$ cat config.mk
export PLATFORM = sky130hd
export DESIGN_NAME = render_chain_driver
export DESIGN_NICKNAME = d
export VERILOG_FILES = /design/src/rtl/render_pkg.sv /design/src/rtl/cmd_fifo.sv /design/src/rtl/render_chain_driver.sv
export SDC_FILE = /design/constraint.sdc
export NUM_CORES = 1
export LEC_CHECK = 0
export ABC_AREA = 1
export CORE_ASPECT_RATIO = 0.7
export CORE_MARGIN = 1.5
export CORE_UTILIZATION = 38
export DETAILED_ROUTE_END_ITERATION = 10
export HOLD_SLACK_MARGIN = 0.03
export PLACE_DENSITY_LB_ADDON = 0.25
export SLEW_MARGIN = 20
export SYNTH_ARGS = -nofsm -noshare
export SYNTH_HDL_FRONTEND = slang
export SYNTH_SLANG_ARGS = --single-unit
$ cat constraint.sdc
create_clock -name clk -period 4.6 [get_ports clk]
set_clock_uncertainty 0.15 [all_clocks]
set_input_delay 0.92 -clock clk [delete_from_list [all_inputs] [get_ports clk]]
set_output_delay 0.92 -clock clk [all_outputs]
set_load 0.05 [all_outputs]
$ cat src/rtl/render_pkg.sv
// Shared widths, reserved ids, register map and FSM state type for the
// rect renderer chain head.
package render_pkg;

    localparam int X_W    = 11;
    localparam int Y_W    = 12;
    localparam int DATA_W = 32;
    localparam int CMD_W  = X_W + Y_W + DATA_W;

    // Shape 2047 never matches a real renderer, so beats carrying it pass
    // through the whole chain untouched.
    localparam logic [X_W-1:0] NULL_SHAPE_ID = 11'h7FF;

    localparam logic [Y_W-1:0] REG_XCOORD = 12'd0;
    localparam logic [Y_W-1:0] REG_YCOORD = 12'd1;
    localparam logic [Y_W-1:0] REG_WIDTH  = 12'd2;
    localparam logic [Y_W-1:0] REG_HEIGHT = 12'd3;
    localparam logic [Y_W-1:0] REG_COLOR  = 12'd4;

    typedef enum logic [1:0] {
        IDLE,
        PROG,
        SCAN
    } state_t;

    typedef struct packed {
        logic [X_W-1:0]    shape_id;
        logic [Y_W-1:0]    reg_id;
        logic [DATA_W-1:0] data;
    } cmd_t;

endpackage

$ cat src/rtl/cmd_fifo.sv
// Small synchronous FIFO holding shape-register write commands until the
// driver is between frames. Pointers carry an extra wrap bit so full and
// empty are distinguished without a separate counter.
module cmd_fifo
    import render_pkg::*;
#(
    parameter int WIDTH = CMD_W,
    parameter int DEPTH = 8
) (
    input  logic             clk,
    input  logic             rst,
    input  logic             push,
    input  logic [WIDTH-1:0] push_data,
    input  logic             pop,
    output logic [WIDTH-1:0] pop_data,
    output logic             full,
    output logic             empty
);

    localparam int AW = (DEPTH > 1) ? $clog2(DEPTH) : 1;

    logic [WIDTH-1:0] mem [DEPTH];
    logic [AW:0]      wr_ptr;
    logic [AW:0]      rd_ptr;
    logic             do_push;
    logic             do_pop;

    assign do_push = push && !full;
    assign do_pop  = pop && !empty;

    assign empty = (wr_ptr == rd_ptr);
    assign full  = (wr_ptr[AW] != rd_ptr[AW]) &&
                   (wr_ptr[AW-1:0] == rd_ptr[AW-1:0]);

    assign pop_data = mem[rd_ptr[AW-1:0]];

    // Advance the read and write pointers; reset empties the FIFO.
    always_ff @(posedge clk or posedge rst) begin
        if (rst) begin
            wr_ptr <= '0;
            rd_ptr <= '0;
        end else begin
            if (do_push) begin
                wr_ptr <= wr_ptr + (AW+1)'(1);
            end
            if (do_pop) begin
                rd_ptr <= rd_ptr + (AW+1)'(1);
            end
        end
    end

    // Storage array; contents need no reset since the pointers gate reads.
    always_ff @(posedge clk) begin
        if (do_push) begin
            mem[wr_ptr[AW-1:0]] <= push_data;
        end
    end

endmodule

$ cat src/rtl/render_chain_driver.sv
// Head of the rect renderer chain. Buffers register-write commands and
// emits one registered beat per cycle: write beats between frames,
// raster-scan pixel beats during a frame, and null beats otherwise.
module render_chain_driver
    import render_pkg::*;
#(
    parameter int          H_ACTIVE   = 1920,
    parameter int          V_ACTIVE   = 1080,
    parameter logic [31:0] BG_COLOR   = 32'h0000_0000,
    parameter int          FIFO_DEPTH = 8
) (
    input  logic              clk,
    input  logic              rst,
    input  logic              run,
    input  logic              cmd_valid,
    output logic              cmd_ready,
    input  logic [X_W-1:0]    cmd_shape_id,
    input  logic [Y_W-1:0]    cmd_reg_id,
    input  logic [DATA_W-1:0] cmd_data,
    output logic              program_out,
    output logic [X_W-1:0]    x_out,
    output logic [Y_W-1:0]    y_out,
    output logic [DATA_W-1:0] data_out,
    output logic              frame_done,
    output logic              busy
);

    localparam logic [X_W-1:0] X_LAST = X_W'(H_ACTIVE - 1);
    localparam logic [Y_W-1:0] Y_LAST = Y_W'(V_ACTIVE - 1);

    state_t state;
    state_t state_next;

    logic [X_W-1:0] x_cnt;
    logic [X_W-1:0] x_next;
    logic [Y_W-1:0] y_cnt;
    logic [Y_W-1:0] y_next;

    logic              prog_n;
    logic [X_W-1:0]    x_out_n;
    logic [Y_W-1:0]    y_out_n;
    logic [DATA_W-1:0] data_n;
    logic              done_n;
    logic              emit_pixel;

    logic fifo_pop;
    logic fifo_full;
    logic fifo_empty;
    cmd_t fifo_in;
    cmd_t fifo_head;

    assign fifo_in   = '{shape_id: cmd_shape_id, reg_id: cmd_reg_id, data: cmd_data};
    assign cmd_ready = !fifo_full;
    assign busy      = (state != IDLE);

    cmd_fifo #(
        .WIDTH (CMD_W),
        .DEPTH (FIFO_DEPTH)
    ) u_cmd_fifo (
        .clk       (clk),
        .rst       (rst),
        .push      (cmd_valid),
        .push_data (fifo_in),
        .pop       (fifo_pop),
        .pop_data  (fifo_head),
        .full      (fifo_full),
        .empty     (fifo_empty)
    );

    // State and raster counters; counters are always zero while idle so a
    // new frame can start from them directly.
    always_ff @(posedge clk or posedge rst) begin
        if (rst) begin
            state <= IDLE;
            x_cnt <= '0;
            y_cnt <= '0;
        end else begin
            state <= state_next;
            x_cnt <= x_next;
            y_cnt <= y_next;
        end
    end

    // Choose the next beat, FIFO pop and next state; commands win over frames.
    always_comb begin
        state_next = state;
        x_next     = x_cnt;
        y_next     = y_cnt;
        fifo_pop   = 1'b0;
        emit_pixel = 1'b0;
        prog_n     = 1'b1;
        x_out_n    = NULL_SHAPE_ID;
        y_out_n    = '0;
        data_n     = '0;
        done_n     = 1'b0;

        case (state)
            IDLE: begin
                if (!fifo_empty) begin
                    fifo_pop   = 1'b1;
                    x_out_n    = fifo_head.shape_id;
                    y_out_n    = fifo_head.reg_id;
                    data_n     = fifo_head.data;
                    state_next = PROG;
                end else if (run) begin
                    emit_pixel = 1'b1;
                end
            end
            PROG: begin
                if (!fifo_empty) begin
                    fifo_pop = 1'b1;
                    x_out_n  = fifo_head.shape_id;
                    y_out_n  = fifo_head.reg_id;
                    data_n   = fifo_head.data;
                end else begin
                    state_next = IDLE;
                end
            end
            SCAN: begin
                emit_pixel = 1'b1;
            end
            default: begin
                state_next = IDLE;
            end
        endcase

        if (emit_pixel) begin
            prog_n  = 1'b0;
            x_out_n = x_cnt;
            y_out_n = y_cnt;
            data_n  = BG_COLOR;
            if (x_cnt == X_LAST) begin
                x_next = '0;
                if (y_cnt == Y_LAST) begin
                    y_next     = '0;
                    done_n     = 1'b1;
                    state_next = IDLE;
                end else begin
                    y_next     = y_cnt + Y_W'(1);
                    state_next = SCAN;
                end
            end else begin
                x_next     = x_cnt + X_W'(1);
                state_next = SCAN;
            end
        end
    end

    // Register the stream outputs; reset forces a null beat immediately.
    always_ff @(posedge clk or posedge rst) begin
        if (rst) begin
            program_out <= 1'b1;
            x_out       <= NULL_SHAPE_ID;
            y_out       <= '0;
            data_out    <= '0;
            frame_done  <= 1'b0;
        end else begin
            program_out <= prog_n;
            x_out       <= x_out_n;
            y_out       <= y_out_n;
            data_out    <= data_n;
            frame_done  <= done_n;
        end
    end

endmodule

==> impl_metrics.tcl <==
set metrics [dict create \
    dr.pass1.iters 5 \
    htree_levels 2 \
    hold_viol 0 \
    slew_violations 0 \
    cp.required_ps 4670 \
    reg2reg_from "u_cmd_fifo.rd_ptr[0]" \
    period_share_pct 77.7 \
    ys_seq_elements 530 \
    cpMaxStageDelayCell "nor2_4" \
    cts_setup_buffers 0 \
    io_buffers 117 \
    min_to "u_cmd_fifo.rd_ptr[2]" \
    hold_class "reg -> reg" \
    synth_top_area_cell "edfxtp_1" \
    die_h_um 199 \
    drc 0 \
    core_mm2 0.0539 \
    cts_resized 0 \
    path_max_fanout 41 \
    max_cap_violations 0 \
    start_util_pct 38.6 \
    dp_hpwl_um 26100 \
    place.gp.congestion 0.869 \
    avgViaCountPerCell 5.10 \
    slew_headroom_pct 29.5 \
    endpoint_kind "flop" \
    path_class "reg -> reg" \
    r2r_setup_slack_ps 1030 \
    final_nets 1829 \
    cp_num_buf_inv 3 \
    antenna_found_initial 0 \
    gr-total-overflow 0 \
    min-delay-start "u_cmd_fifo.rd_ptr[2]" \
    first_global_vias 12600 \
    avgSynthCellArea_um2 12.4 \
    grt_max_degree 222 \
    synth.area.top_cells "edfxtp_1, dfrtp_1, nor2_1, o21ai_0, nand2_1" \
    outcome "complete, no violations" \
    cp_data_arrival_time_ps 3650 \
    synth_fp_nets 1740 \
    leakage_nw 8.55 \
    ios 118 \
    final.setup.tns_ps 0 \
    timing.fmax_mhz 280 \
    cts_buffer_depth 3 \
    grt_usage_pct 17.3 \
    ys_seq_area_share_pct 74.3 \
    drive_above_1_share_pct 7.19 \
    hold_path_depth 2 \
    vias 12900 \
    ir_drop_v 0.000255 \
    path_cells "inv_6 -> nand2_1 -> nand2_1 -> nor2_4 -> nand2_1 -> nand2_1 -> inv_1 -> nand2_1 -> nor2_4 -> buf_4" \
    wl_um 48300 \
    drtIter0Drc 1324 \
    worst_slew_pin_slew_ps 1060 \
    wl_per_cell_um 19.0 \
    clkSinkCount 530 \
    holdWs_ps 387 \
    yosys_warnings 0 \
    critPathMaxStageDelay_ps 710 \
    netlist_area_mm2 0.0208 \
    start_kind "flop" \
    synth_cells 1677 \
    hold_buffers 0 \
    grt_pass1_wl_um 74400 \
    antennaDiodeCount 0 \
    cts_tree "done" \
    min_period_ps 3570 \
    area_delta_synth_final_pct 16.7 \
    worst_r2r_path_depth 10 \
    die-area_mm2 0.0563 \
    synthDistinctLibCells 34 \
    p_per_area_mw_per_mm2 452 \
    setup_violations 0 \
    detail-route-antenna-nets 0 \
    cp_common_cell "nand2_1" \
    clk_pin_slew_ps 60 \
    r2r-end "u_cmd_fifo.mem[6][20]" \
    std_cell_rows 71 \
    clkLatencyLatePin_ps 590 \
    cts_buffers 51 \
    cts-root-buf "clkbuf_16" \
    crit_family "simple AND/OR/NAND/NOR gates" \
    yosysTopAreaCellShare_pct 63.4 \
    die_w_um 283 \
    rsz0062_at_grt "no" \
]
-- cell type report --
class,instances,area [µm²]
Clock inverter,6,108
Multi-Input combinational cell,1004,4760
Sequential cell,530,15500
Fill cell,4914,29600
Tap cell,730,913
Clock buffer,88,1530
Timing Repair Buffer,136,1350
Inverter,43,169
-- power breakdown --
group | internal, mW | total [mW] | switching (mW)
Sequential | 5.82 | 5.93 | 0.115
Clock | 2.40 | 4.13 | 1.73
Combinational | 0.212 | 0.919 | 0.707
-- worst register-to-register path: cells and delay by family, from the launching register on --
family / cells / cell delay (ps)
buf+inv: 3 / 930
simple gates: 7 / 1410
flops: 1 / 680
-- cells in the final DEF, fill, tap and decap left out, types with 7 or more instances in the layout --
cell / count
a21oi_1: 37
buf_4: 17
clkbuf_1: 26
clkbuf_16: 51
clkbuf_8: 11
clkdlybuf4s50_1: 116
dfrtp_1: 76
dfstp_2: 12
edfxtp_1: 440
inv_1: 37
nand2_1: 214
nand3_1: 87
nand4_1: 7
nor2_1: 300
nor2_4: 9
o211ai_1: 46
o21ai_0: 195
o21ai_1: 32
o22ai_1: 42
xor2_1: 12
-- Yosys cell counts, drive strengths merged --
cell type,count
edfxtp,440
nor2,310
o21ai,229
nand2,219
nand3,88
dfrtp,78
clkbuf,51
buf,49
o211ai,46
inv,43
o22ai,42
a21oi,39
dfstp,12
xor2,12
nand4,7
nor3,5
ha,4
nand3b,1
nor4,1
xnor2,1
-- routing by layer --
layer / routed length [µm] / vias to the layer above / part of all wire (%) / global-route usage, %
li1: - / 6147 / - / -
met1: 23100 / 6359 / 48 / 26.1
met2: 21400 / 362 / 44 / 25.6
met3: 2970 / 61 / 6.1 / 3.44
met4: 886 / 0 / 1.8 / 4.36
met5: 0 / - / 0 / 0
-- sequential cells by signal, summed over array words and instances (netlist names) --
signal             count
data_out              32
frame_done             1
program_out            1
state                  2
u_cmd_fifo.mem       440
u_cmd_fifo.rd_ptr      4
u_cmd_fifo.wr_ptr      4
x_cnt                 11
x_out                 11
y_cnt                 12
y_out                 12
-- kinds of logic after synthesis --
family,after synthesis,synth area share (%)
adder cells (fa/ha/maj),4,0.240
buffers and inverters,143,3.12
flip-flops,530,74.3
AO/OA/AOI/OAI,356,9.43
XOR/XNOR,13,0.547
AND/OR/NAND/NOR,631,12.3
-- how the worst max path moves through the flow --
stage	from	end	slack, ps	depth (start not counted)
2_1_floorplan	u_cmd_fifo.rd_ptr[2]	u_cmd_fifo.mem[0][0]	100	10
3_3_place_gp	cmd_valid	u_cmd_fifo.mem[6][20]	660	6
3_5_place_dp	cmd_valid	u_cmd_fifo.mem[6][20]	590	6
4_1_cts	u_cmd_fifo.rd_ptr[0]	u_cmd_fifo.mem[6][20]	970	10
5_1_grt	u_cmd_fifo.rd_ptr[0]	u_cmd_fifo.mem[6][20]	740	9
6_report	u_cmd_fifo.rd_ptr[0]	u_cmd_fifo.mem[6][20]	1030	10
-- metrics by stage --
stage	cell area, µm²	setup WS (ps)	total power, mW	utilization [%]	instances
after CTS	24300	967	11.1	45.0	2536
after detailed placement	22600	588	6.97	42.0	2442
after floorplan	20800	95.8	6.55	-	1677
final	24300	1030	11.0	45.1	2537
after global placement	22600	663	6.94	42.0	2442
after global routing	24300	744	11.4	45.1	2537
(Power assumes the default switching activity.)
